File: config.mk
export PLATFORM = sky130hd
export DESIGN_NAME = fetch_stage
export DESIGN_NICKNAME = d
export VERILOG_FILES = /design/src/rtl/fetch_stage_pkg.sv /design/src/rtl/fetch_stage_if_id.sv /design/src/rtl/fetch_stage.sv
export SDC_FILE = /design/constraint.sdc
export NUM_CORES = 1
export LEC_CHECK = 0
export CORE_MARGIN = 2
export CORE_UTILIZATION = 35
export DETAILED_ROUTE_END_ITERATION = 7
export PLACE_DENSITY = 0.68
export SLEW_MARGIN = 30
export SYNTH_ARGS = -nofsm -noshare
export SYNTH_HDL_FRONTEND = slang
export SYNTH_SLANG_ARGS = --single-unit
File: constraint.sdc
create_clock -name clk -period 4.4 [get_ports clk]
set_clock_uncertainty 0.15 [all_clocks]
set_input_delay 0.44 -clock clk [delete_from_list [all_inputs] [get_ports clk]]
set_output_delay 0.44 -clock clk [all_outputs]
set_load 0.03 [all_outputs]
File: src/rtl/fetch_stage_pkg.sv
// fetch_stage_pkg: constants and the fetch-stage state encoding. These are
// shared by the fetch stage and the decode-stage control unit.
package fetch_stage_pkg;

  localparam logic [5:0]  OPCODE_END = 6'b111111;
  localparam logic [31:0] NOP_INSTR  = 32'h0000_0000;

  typedef enum logic [1:0] {
    FS_IDLE   = 2'd0,
    FS_RUN    = 2'd1,
    FS_DRAIN  = 2'd2,
    FS_HALTED = 2'd3
  } fetch_state_t;

  function automatic logic is_end(input logic [31:0] instr);
    return instr[31:26] == OPCODE_END;
  endfunction

endpackage

File: src/rtl/fetch_stage_if_id.sv
// if_id_register: the IF/ID pipeline register (instruction and PC+4).
// Ports:
//   clk, reset_n    clock and asynchronous active-low reset
//   en              load enable; when low the register holds
//   clr             when enabled, load a NOP and zero instead of the inputs
//   instr_in/pc4_in fetched word and its PC+4
//   instr_q/pc4_q   registered outputs (InstrD / PCPlus4D)
module if_id_register
  import fetch_stage_pkg::*;
(
  input  logic        clk,
  input  logic        reset_n,
  input  logic        en,
  input  logic        clr,
  input  logic [31:0] instr_in,
  input  logic [31:0] pc4_in,
  output logic [31:0] instr_q,
  output logic [31:0] pc4_q
);

  // A hold (en low) wins over a clear, so a stalled decode never loses its word.
  always_ff @(posedge clk or negedge reset_n) begin
    if (!reset_n) begin
      instr_q <= NOP_INSTR;
      pc4_q   <= 32'h0;
    end else if (en) begin
      if (clr) begin
        instr_q <= NOP_INSTR;
        pc4_q   <= 32'h0;
      end else begin
        instr_q <= instr_in;
        pc4_q   <= pc4_in;
      end
    end
  end

endmodule

File: src/rtl/fetch_stage.sv
// fetch_stage: instruction fetch stage plus IF/ID register of the MIPS core.
// Holds the PC, addresses instruction memory, captures fetched words and
// sequences start, branch redirect, stalls and the END drain/halt.
// Ports:
//   clk, reset_n           clock, asynchronous active-low reset
//   inicio                 start/hold; forces IDLE and clears the stage
//   StallF, StallD         hazard-unit holds for PC and IF/ID
//   PCSrcD, PCBranchD      taken branch and its target, from decode
//   imem_addr, imem_rdata  instruction memory word address / read data
//   PCF                    current fetch PC
//   InstrD, PCPlus4D       IF/ID contents
//   halted                 END reached and pipeline drained
//   instr_count            number of words captured into IF/ID
//
// state     | meaning
// ----------+---------------------------------------------------------
// FS_IDLE   | held by inicio or just out of reset; nothing fetched
// FS_RUN    | normal fetch, honours stalls and branch redirects
// FS_DRAIN  | END captured; feed NOPs until later stages are empty
// FS_HALTED | program finished, all state frozen until inicio
module fetch_stage
  import fetch_stage_pkg::*;
#(
  parameter logic [31:0] RESET_PC       = 32'h0000_0000,
  parameter int          IMEM_ADDR_BITS = 8,
  parameter int          DRAIN_CYCLES   = 4
) (
  input  logic                      clk,
  input  logic                      reset_n,
  input  logic                      inicio,
  input  logic                      StallF,
  input  logic                      StallD,
  input  logic                      PCSrcD,
  input  logic [31:0]               PCBranchD,
  output logic [IMEM_ADDR_BITS-1:0] imem_addr,
  input  logic [31:0]               imem_rdata,
  output logic [31:0]               PCF,
  output logic [31:0]               InstrD,
  output logic [31:0]               PCPlus4D,
  output logic                      halted,
  output logic [31:0]               instr_count
);

  localparam int DW = $clog2(DRAIN_CYCLES + 1);

  fetch_state_t state;
  logic [DW-1:0] drain_cnt;
  logic [31:0]   pc_plus4;
  logic          ifid_en;
  logic          ifid_clr;
  logic          capture;

  assign pc_plus4  = PCF + 32'd4;
  assign imem_addr = PCF[IMEM_ADDR_BITS+1:2];
  assign capture   = (state == FS_RUN) && !inicio && !StallD && !PCSrcD;

  // IF/ID control. The first DRAIN edge keeps END in decode; later ones flush.
  always_comb begin
    ifid_en  = 1'b0;
    ifid_clr = 1'b0;
    if (inicio) begin
      ifid_en  = 1'b1;
      ifid_clr = 1'b1;
    end else begin
      case (state)
        FS_RUN: begin
          ifid_en  = !StallD;
          ifid_clr = PCSrcD;
        end
        FS_DRAIN: begin
          ifid_en  = (drain_cnt != DW'(DRAIN_CYCLES));
          ifid_clr = 1'b1;
        end
        default: begin
          ifid_en  = 1'b0;
          ifid_clr = 1'b0;
        end
      endcase
    end
  end

  if_id_register u_if_id (
    .clk      (clk),
    .reset_n  (reset_n),
    .en       (ifid_en),
    .clr      (ifid_clr),
    .instr_in (imem_rdata),
    .pc4_in   (pc_plus4),
    .instr_q  (InstrD),
    .pc4_q    (PCPlus4D)
  );

  always_ff @(posedge clk or negedge reset_n) begin
    if (!reset_n) begin
      state       <= FS_IDLE;
      PCF         <= RESET_PC;
      drain_cnt   <= '0;
      halted      <= 1'b0;
      instr_count <= 32'h0;
    end else if (inicio) begin
      state       <= FS_IDLE;
      PCF         <= RESET_PC;
      drain_cnt   <= '0;
      halted      <= 1'b0;
      instr_count <= 32'h0;
    end else begin
      case (state)
        FS_IDLE: state <= FS_RUN;
        FS_RUN: begin
          // A branch redirect only counts when decode is not stalled.
          if (!StallD && PCSrcD)
            PCF <= {PCBranchD[31:2], 2'b00};
          else if (!StallF)
            PCF <= pc_plus4;
          if (capture) begin
            if (instr_count != 32'hFFFF_FFFF)
              instr_count <= instr_count + 32'd1;
            if (is_end(imem_rdata)) begin
              state     <= FS_DRAIN;
              drain_cnt <= DW'(DRAIN_CYCLES);
            end
          end
        end
        FS_DRAIN: begin
          drain_cnt <= drain_cnt - DW'(1);
          if (drain_cnt == DW'(1)) begin
            state  <= FS_HALTED;
            halted <= 1'b1;
          end
        end
        default: state <= FS_HALTED;
      endcase
    end
  end

endmodule

==> flow_metrics.env <==
export IMPL_worstPathRequired_ns=4.60
export IMPL_ant_nets=0
export IMPL_timing_hold_ws_ns=0.3397
export IMPL_worst_pin_slew_ns=1.003
export IMPL_finalSetupViolations=0
export IMPL_power_share_combinational=0.209
export IMPL_syn_inst=687
export IMPL_fin_crit_ns=2.899
export IMPL_dieWidth_um=144.2
export IMPL_place_gp_congestion=0.7827
export IMPL_syn2layout_area_growth_pct=39.45
export IMPL_async_flop_share=1.000
export IMPL_critPathSlowestCell="and3_2"
export IMPL_die_y_um=144.2
export IMPL_drive_gt1_frac=0.07675
export IMPL_slowest_delay_ns=0.77
export IMPL_synth_area_sq_um=6882
export IMPL_antenna_found_initial=1
export IMPL_synth_area_leader_cell="dfrtp_1"
export IMPL_yosysMostFrequentCell="dfrtp_1"
export IMPL_maxCapViolCount=0
export IMPL_min_path_type="flop to flop"
export IMPL_slew_limit_headroom=0.3286
export IMPL_outcome="complete, no violations"
export IMPL_startpoint_type="flop"
export IMPL_finalCritPeriodShare=0.6590
export IMPL_crit_type="flop to flop"
export IMPL_power_density_nw_per_um2=354.0
export IMPL_ir_drop_mv=0.2512
export IMPL_fillers=1854
export IMPL_cp_top_family="simple AND/OR/NAND/NOR gates"
export IMPL_synth_top_area_share=0.4764
export IMPL_crit_top_cell="buf_4"
export IMPL_internal_power_mw=2.354
export IMPL_multi_input_comb_area_sq_um=3258
export IMPL_rsz0062_at_grt="false"
export IMPL_cp_arrival_ns=3.10
export IMPL_max_freq_ghz=0.3449
export IMPL_htreeDepth=4
export IMPL_tritoncts="yes"
export IMPL_nets=940
export IMPL_io_pins=207
export IMPL_grt_max_degree=108
export IMPL_vias=6072
export IMPL_cts_root_buf="clkbuf_16"
export IMPL_regArea_sq_um=3278
export IMPL_dieArea_sq_um=20800
export IMPL_drc=0
export IMPL_clock_sinks=131
export IMPL_seq_power_share=0.394
export IMPL_core_sq_um=19400
export IMPL_via_per_inst=5.336
export IMPL_antenna_cells=0
export IMPL_netlist_top_cells_area="dfrtp_1, a22o_1, a21oi_1"
export IMPL_worstPathCellList="inv_1 > ha_1 > nor3b_2 > buf_4 > and3_2 > buf_4 > a22o_1"
export IMPL_setup_tns_ns=0
export IMPL_ys_top_cells_by_count="dfrtp_1, a22o_1, a21oi_1"
export IMPL_synth_edf_count=0
export IMPL_grt_pass1_vias=5887
export IMPL_start_util=0.3547
export IMPL_cts_buffers=17
export IMPL_grt_pass1_wl_mm=32.15
export IMPL_syn_avg_cell_area_sq_um=10.02
export IMPL_hpwl_mm=13.79
export IMPL_ys_warn_count=0
export IMPL_drtIter0Drc=390
export IMPL_first_pass_iters=5
export IMPL_cp_buffers_inverters=3
export IMPL_leakagePower_nw=3.894
export IMPL_clock_power_share=0.397
export IMPL_switching_share=0.3072
export IMPL_hold_violations=0
export IMPL_worstPathMaxFanout=36
export IMPL_clkTransAtPathRegs_ns=0.06
export IMPL_slew_viol_final=0
export IMPL_routed_wl_mm=20.22
export IMPL_grtUsageTotal=0.1969
export IMPL_rows=51
export IMPL_max_clock_path_buffers=2
export IMPL_p_switching_mw=1.044
export IMPL_overflow=0
export IMPL_clkLatencyLatePin_ns=0.42
export IMPL_io_buffers=202
export IMPL_yosysSeqAreaShare=0.4764
export IMPL_ys_types=70
export IMPL_yosys_most_used_dff="dfrtp_1"
export IMPL_synth_seq_cells=131
export IMPL_avgRoutedWirePerCell_um=17.77
export IMPL_ctsResizeCount=0
export IMPL_crit_path_end_kind="flop"
==> stage by stage <==
step	setup slack [ns]	util	total power, mW	std cells	instance area (sq um)
after floorplan	1.975	-	1.772	688	6885
after global placement	1.177	0.4650	2.058	1106	9021
after detailed placement	1.283	0.4656	2.073	1106	9032
after CTS	1.445	0.4947	3.436	1138	9597
after global routing	1.292	0.4947	3.557	1138	9597
final	1.501	0.4947	3.397	1138	9597
==> cell type report <==
type | instances | area share
multi-input combinational | 478 | 0.3395
tap | 265 | 0.03455
inverter | 22 | 0.008605
clock buffer | 21 | 0.04902
clock inverter | 10 | 0.008735
sequential | 131 | 0.3416
timing repair buffer | 211 | 0.2180
==> layer usage <==
layer / part of all wire / GRT usage / vias up
met5: 0 / 0 / -
met2: 0.47 / 0.3095 / 194
met4: 0.013 / 0.05723 / 0
met3: 0.065 / 0.05530 / 17
met1: 0.45 / 0.2663 / 2962
li1: - / - / 2899
==> kinds of logic (layout without fill, tap and decap cells) <==
kind of cell | Yosys count | in the layout | synth area share
fa+ha+maj | 9 | 9 | 0.01636
simple gates | 215 | 215 | 0.1820
mux | 5 | 5 | 0.008545
xor+xnor | 38 | 38 | 0.04836
compound gates | 209 | 209 | 0.2120
flops | 131 | 131 | 0.4764
other cells | 1 | 2 | 0.0005449
buf+inv | 79 | 264 | 0.05582
==> timing repair <==
item / CTS / global route
hold buffers: 1 / 0
hold endpoints to repair: 76 / 0
setup buffers: 0 / 0
==> worst paths after layout <==
| path | start | end | slack [ns] | cells past startpoint |
|---|---|---|---|---|
| setup / recovery | state[1] | u_if_id.instr_q[29] | 1.50 | 7 |
| hold / removal | u_if_id.pc4_q[12] | u_if_id.pc4_q[12] | 0.34 | 1 |
| setup reg to reg | state[1] | u_if_id.instr_q[29] | 1.50 | 7 |
| hold reg to reg | u_if_id.pc4_q[12] | u_if_id.pc4_q[12] | 0.34 | 1 |
| max in group asynchronous | reset_n | u_if_id.instr_q[21] | 2.68 | 3 |
| min in group asynchronous | reset_n | PCF[3] | 0.54 | 2 |
==> cells in the final DEF (no fill, tap or decap), drive strengths merged, types with 7 or more instances in the layout <==
master	n
a21oi	42
a22o	60
and3	7
and4	7
buf	10
clkbuf	21
clkdlybuf4s50	200
clkinv	7
dfrtp	131
ha	9
inv	22
nand2	41
nand3	25
nand4	29
nor2	41
nor2b	7
nor3	15
nor4	13
o21ai	42
o22ai	12
o2bb2ai	7
o31a	10
o31ai	11
xnor2	22
xor2	16
==> registers in the layout (all words and copies together) (netlist names) <==
| signal | count |
|---|---|
| u_if_id.instr_q | 32 |
| instr_count | 32 |
| PCF | 30 |
| state | 2 |
| halted | 1 |
| u_if_id.pc4_q | 31 |
| drain_cnt | 3 |
==> power groups by stage <==
stage | clock network, mW | registers (mW) | logic (mW)
floorplan | 0 | 1.42 | 0.348
global placement | 0 | 1.36 | 0.700
detailed placement | 0 | 1.36 | 0.713
CTS | 1.38 | 1.34 | 0.719
global route | 1.43 | 1.35 | 0.777
finish | 1.35 | 1.34 | 0.709
Power figures use the tool's default switching activity.
